**src/rtl/vend_pkg.sv**
```systemverilog
// rtl/vend_pkg.sv - coin encodings, coin values and dispenser state type
package vend_pkg;

  localparam logic [1:0] COIN_NONE = 2'b00;
  localparam logic [1:0] COIN_1    = 2'b01;
  localparam logic [1:0] COIN_2    = 2'b10;
  localparam logic [1:0] COIN_4    = 2'b11;

  localparam logic [3:0] VAL_1 = 4'd1;
  localparam logic [3:0] VAL_2 = 4'd2;
  localparam logic [3:0] VAL_4 = 4'd4;

  localparam int MAX_CHANGE_DEF = 12;

  typedef enum logic [1:0] {
    IDLE   = 2'd0,
    SELECT = 2'd1,
    REQ    = 2'd2,
    DONE   = 2'd3
  } state_t;

endpackage

```
**src/rtl/coin_select.sv**
```systemverilog
// rtl/coin_select.sv - greedy picker: largest stocked coin not exceeding the remainder
module coin_select
  import vend_pkg::*;
(
  input  logic [3:0] remaining,
  input  logic       has4,
  input  logic       has2,
  input  logic       has1,
  output logic [1:0] coin_type,
  output logic [3:0] value,
  output logic       found
);

  always_comb begin
    coin_type = COIN_NONE;
    value     = '0;
    found     = 1'b0;
    if (has4 && remaining >= VAL_4) begin
      coin_type = COIN_4;
      value     = VAL_4;
      found     = 1'b1;
    end else if (has2 && remaining >= VAL_2) begin
      coin_type = COIN_2;
      value     = VAL_2;
      found     = 1'b1;
    end else if (has1 && remaining >= VAL_1) begin
      coin_type = COIN_1;
      value     = VAL_1;
      found     = 1'b1;
    end
  end

endmodule

```
**src/rtl/change_dispenser.sv**
```systemverilog
// rtl/change_dispenser.sv - pays out change one coin at a time from 4/2/1 inventories
// Optional REQ watchdog and jam output: CHANGE_DISPENSER_TIMEOUT_EN
module change_dispenser
  import vend_pkg::*;
#(
  parameter int MAX_CHANGE = MAX_CHANGE_DEF,
  parameter int INV_W      = 4,
  parameter int INIT_COUNT = 8
`ifdef CHANGE_DISPENSER_TIMEOUT_EN
  ,
  parameter int TIMEOUT_CYCLES = 255
`endif
) (
  input  logic       clk,
  input  logic       reset,
  input  logic       change_valid,
  input  logic [3:0] change_amount,
  output logic       change_ready,
  output logic       coin_req,
  output logic [1:0] coin_type,
  input  logic       coin_ack,
  input  logic       refill,
  output logic       done,
  output logic       short,
  output logic [3:0] short_amount,
  output logic [2:0] empty
`ifdef CHANGE_DISPENSER_TIMEOUT_EN
  ,
  output logic       jam
`endif
);

  localparam logic [3:0]       MAX_AMT = 4'(MAX_CHANGE);
  localparam logic [INV_W-1:0] INIT_V  = INV_W'(INIT_COUNT);

  state_t           state, state_nx;
  logic [3:0]       remaining, coin_val;
  logic [1:0]       coin_code;
  logic [INV_W-1:0] inv4, inv2, inv1;
  logic [INV_W-1:0] inv4_nx, inv2_nx, inv1_nx;
  logic [1:0]       sel_type;
  logic [3:0]       sel_val;
  logic             sel_found;
  logic             req_timeout;

  coin_select u_sel (
    .remaining (remaining),
    .has4      (inv4 != '0),
    .has2      (inv2 != '0),
    .has1      (inv1 != '0),
    .coin_type (sel_type),
    .value     (sel_val),
    .found     (sel_found)
  );

`ifdef CHANGE_DISPENSER_TIMEOUT_EN
  localparam logic [7:0] WD_LAST = 8'(TIMEOUT_CYCLES - 1);
  logic [7:0] wd;

  assign req_timeout = (state == REQ) && !coin_ack && (wd == WD_LAST);

  always_ff @(posedge clk or posedge reset) begin
    if (reset) begin
      wd  <= '0;
      jam <= 1'b0;
    end else begin
      if (state == SELECT)
        wd <= '0;
      else if (state == REQ && !coin_ack && !req_timeout)
        wd <= wd + 8'd1;
      if (state == IDLE && refill)
        jam <= 1'b0;
      else if (req_timeout)
        jam <= 1'b1;
    end
  end
`else
  assign req_timeout = 1'b0;
`endif

  always_ff @(posedge clk or posedge reset) begin
    if (reset) state <= IDLE;
    else       state <= state_nx;
  end

  // coin_type is only driven while a request is outstanding
  always_comb begin
    state_nx     = state;
    change_ready = 1'b0;
    coin_req     = 1'b0;
    coin_type    = COIN_NONE;
    done         = 1'b0;
    case (state)
      IDLE: begin
        change_ready = 1'b1;
        if (change_valid) state_nx = SELECT;
      end
      SELECT: begin
        if (remaining == '0 || !sel_found) state_nx = DONE;
        else                               state_nx = REQ;
      end
      REQ: begin
        coin_req  = 1'b1;
        coin_type = coin_code;
        if (coin_ack)         state_nx = SELECT;
        else if (req_timeout) state_nx = DONE;
      end
      DONE: begin
        done     = 1'b1;
        state_nx = IDLE;
      end
      default: state_nx = IDLE;
    endcase
  end

  always_comb begin
    inv4_nx = inv4;
    inv2_nx = inv2;
    inv1_nx = inv1;
    if (state == IDLE && refill) begin
      inv4_nx = INIT_V;
      inv2_nx = INIT_V;
      inv1_nx = INIT_V;
    end else if (state == REQ && coin_ack) begin
      case (coin_code)
        COIN_4:  inv4_nx = inv4 - INV_W'(1);
        COIN_2:  inv2_nx = inv2 - INV_W'(1);
        COIN_1:  inv1_nx = inv1 - INV_W'(1);
        default: ;
      endcase
    end
  end

  // Over-range amounts are flagged at accept and then fall through SELECT with nothing left
  always_ff @(posedge clk or posedge reset) begin
    if (reset) begin
      remaining    <= '0;
      coin_code    <= COIN_NONE;
      coin_val     <= '0;
      inv4         <= INIT_V;
      inv2         <= INIT_V;
      inv1         <= INIT_V;
      short        <= 1'b0;
      short_amount <= '0;
      empty        <= '0;
    end else begin
      inv4  <= inv4_nx;
      inv2  <= inv2_nx;
      inv1  <= inv1_nx;
      empty <= {inv4_nx == '0, inv2_nx == '0, inv1_nx == '0};
      case (state)
        IDLE: begin
          if (change_valid) begin
            if (change_amount > MAX_AMT) begin
              remaining    <= '0;
              short        <= 1'b1;
              short_amount <= change_amount;
            end else begin
              remaining    <= change_amount;
              short        <= 1'b0;
              short_amount <= '0;
            end
          end
        end
        SELECT: begin
          if (remaining != '0) begin
            if (sel_found) begin
              coin_code <= sel_type;
              coin_val  <= sel_val;
            end else begin
              short        <= 1'b1;
              short_amount <= remaining;
            end
          end
        end
        REQ: begin
          if (coin_ack) begin
            remaining <= remaining - coin_val;
          end else if (req_timeout) begin
            short        <= 1'b1;
            short_amount <= remaining;
          end
        end
        default: ;
      endcase
    end
  end

endmodule
```
**config.mk**
```make
export PLATFORM = sky130hd
export DESIGN_NAME = change_dispenser
export DESIGN_NICKNAME = d
export VERILOG_FILES = /design/src/rtl/vend_pkg.sv /design/src/rtl/coin_select.sv /design/src/rtl/change_dispenser.sv
export SDC_FILE = /design/constraint.sdc
export NUM_CORES = 1
export LEC_CHECK = 0
export ABC_AREA = 1
export BUFFER_PORTS_ARGS = -buffer_cell sky130_fd_sc_hd__buf_2
export CAP_MARGIN = 30
export CORE_UTILIZATION = 40
export CTS_BUF_LIST = sky130_fd_sc_hd__clkbuf_16
export DETAILED_ROUTE_END_ITERATION = 10
export PLACE_DENSITY = 0.58
export SYNTH_ARGS = -nofsm -noshare
export SYNTH_HDL_FRONTEND = slang
export SYNTH_HIERARCHICAL = 1
export SYNTH_SLANG_ARGS = --single-unit
export TNS_END_PERCENT = 10
```
**constraint.sdc**
```tcl
create_clock -name clk -period 2.1 [get_ports clk]
set_input_delay 0.315 -clock clk [delete_from_list [all_inputs] [get_ports clk]]
set_output_delay 0.315 -clock clk [all_outputs]
set_load 0.1 [all_outputs]
```
==> summary.txt <==
Detailed routing
  • Total wire length: 3900 um
  • Drt pass-1 iters: 4
  • Drt wl/cell: 10.8 um
  • DR vias/cell: 4.67
  • Via count: 1682
  • Post-route ant nets: 0
  • Initial DRC count: 48
  • DRC viols: 0

Setup path
  • Largest stage delay, worst path: 0.55 ns
  • Cell Chain, Critical Path: nand2_2 > nor2_1 > buf_2
  • Crit-path leading delay family: flip-flops
  • Setup CP Type: reg2out
  • Critical Path Slowest Stage Cell: dfrtp_1
  • WP buf/inv: 1
  • CP startpoint kind: flip-flop
  • CP Max Fanout: 8
  • CP Capture Type: output port
  • Critical Path AT: 1.60 ns
  • Worst endpoint required time: 1.78 ns

Global route
  • Via count of the first global-routing pass: 1479
  • Largest net degree at the start of global routing: 33
  • GR Overflow Total: 0
  • First-pass GRT wire length: 6750 um
  • Initial antenna violation count: 0
  • Total GRT Usage: 17.0%

Placed design
  • Dpl cells: 352
  • GPL Wtd Cong: 0.795
  • I/O Buffers: 21
  • Placed Area: 2140 um^2
  • DP HPWL: 2930 um

STA
  • Hold Vio Cnt, Final: 0
  • Period minus WS final: 1.91 ns
  • Final slew viol count: 0
  • Endpoints failing setup: 0
  • Clk_skew: 0.00397 ns
  • Peak Freq: 523 MHz
  • Fraction of the cycle the final worst path needs: 91.1%
  • RSZ-0062 raised after global routing: false
  • Setup Total Neg Slack: 0 ns

Clocking
  • CTS tree: yes
  • Postcts setup bufs: 0
  • CTS hold repair buffers: 0
  • PostCTS Resize Cnt: 0
  • CTS clock-pin slew for the worst setup and hold paths: 0.05 ns
  • Clock buffer depth: 2
  • Num CTS Buffers: 5
  • H-Tree Depth: 2
  • Clock network latency to the later pin of the worst-skew pair: 0.27 ns
  • Clk root buf: clkbuf_16
  • Num Clock Sinks: 32

Layout
  • Design area: 2270 um^2
  • Layout Cells excl Fill: 360
  • Proportion of layout cells with a drive suffix above 1: 18.8%
  • Nets@finish: 311
  • Fillers: 496
  • ANT cells: 0
  • Layout area overhead: 15.4%

Logic synthesis
  • Synth cell types: 27
  • Synth cell count leaders: 57 x nand2_1, 44 x nand3_1, 35 x inv_1
  • Yosys Warn Count: 6
  • Register area share after synthesis: 40.9%
  • Syn_area_per_cell: 7.35 um^2
  • EDFF count, synth: 0
  • Ys async rst share: 100%
  • Synthesized flop and latch total: 32
  • Ys flop type: dfrtp_1
  • Dominant cells by area after synthesis: dfrtp_1 37%, nand3_1 11%, nand2_1 11%, inv_1 6.7%, nor2_1 6.1%
  • Area leader, netlist: dfrtp_1
  • Syn Inst Count: 268
  • Top-count cell post-synth: nand2_1
  • Mapped Nets: 287
  • Netlist Area Pre-Place: 1970 um^2
  • Post-synth top area share: 36.8%

Die
  • Ports: 22
  • Die area: 5210 um^2
  • Die height: 72.2 um
  • Core area: 4720 um^2
  • Die Width: 72.2 um
  • Initial core utilization: 41.7%
  • FP Rows: 25

Min path
  • Hold WC Path Type: in2async

Job
  • Max-cap viol count: 0

Outcome
  • Status: completed
-- worst reg2reg max path, cell delays in order, from the launching register on --
cell     delay, ns
dfrtp_1       0.40
inv_1         0.12
ha_1          0.16
nand3_1       0.10
o21ai_2       0.12
nand3_1       0.19
nor2_1        0.13
nand2_1       0.11
nand2_2       0.13
o21ai_2       0.08
o21ai_1       0.12
-- cell usage in the layout (no fill, tap or decap), types with 2 or more instances in the layout --
cell	Yosys	layout
nand2_2	5	5
buf_4	5	3
dfstp_2	3	3
inv_1	35	37
a31oi_1	3	3
a21oi_1	8	8
buf_2	2	21
clkinv_1	2	3
nand2_1	57	57
nor2_1	32	31
o21ai_2	2	2
dfrtp_1	29	29
nor3_1	4	4
nor2_2	4	5
nand3_1	44	44
inv_2	6	6
o21ai_1	9	9
ha_1	9	9
clkbuf_16	0	5
-- sequential cells by signal (all words and copies together) (netlist names) --
register	cells
coin_val	4
inv2	4
inv1	4
coin_code	2
inv4	4
remaining	4
empty	3
state	2
short	1
short_amount	4
-- logic make-up (layout without fill, tap and decap cells) --
kind of cell	after synthesis	in the layout	synth area share, %
adder cells (fa/ha/maj)	10	10	6.73
buffers and inverters	50	75	10.6
AO/OA/AOI/OAI	24	24	6.86
AND/OR/NAND/NOR	150	150	34.3
XOR/XNOR	1	1	0.445
other	1	1	0.190
flip-flops	32	32	40.9
-- final cells by class --
type	instances	area (um^2)	area share, %
Sequential cell	32	805	35.4
Inverter	43	161	7.10
Clock inverter	3	11.3	0.496
Multi-Input combinational cell	186	958	42.2
Timing Repair Buffer	24	128	5.62
Tap cell	67	83.8	3.69
Clock buffer	5	125	5.51
-- metal layers --
metal  vias up  track usage [%]  share of wire (%)
met3         5             4.86                5.1
met4         0             7.19                1.6
met2        37             26.6                 45
met1       752             22.1                 48
li1        888                -                  -
met5         -                0                  0
-- worst paths after layout --
kind,startpoint,endpoint,slack [ns],cells past startpoint
worst min-delay path,reset,empty[2],0.12,3
worst min register to register,coin_val[0],coin_val[0],0.50,2
worst max register to register,inv4[0],short_amount[2],0.36,10
worst max-delay path,state[1],coin_type[1],0.19,3
max in group asynchronous,reset,inv1[3],1.65,3
min in group clk,change_amount[2],remaining[2],0.34,3
-- stage by stage --
stage                     utilization, %  hold slack (ns)  setup WS, ns
after global routing                48.1            0.163         0.108
final                               48.1            0.121         0.188
after global placement              45.2            0.427         0.397
after CTS                           48.1            0.136         0.152
after detailed placement            45.2            0.429         0.383
after floorplan                        -            0.429        -0.103
Power is left out: the tool's default activity adds up to more than one toggle a clock period on the data nets, which glitch-free logic cannot reach.
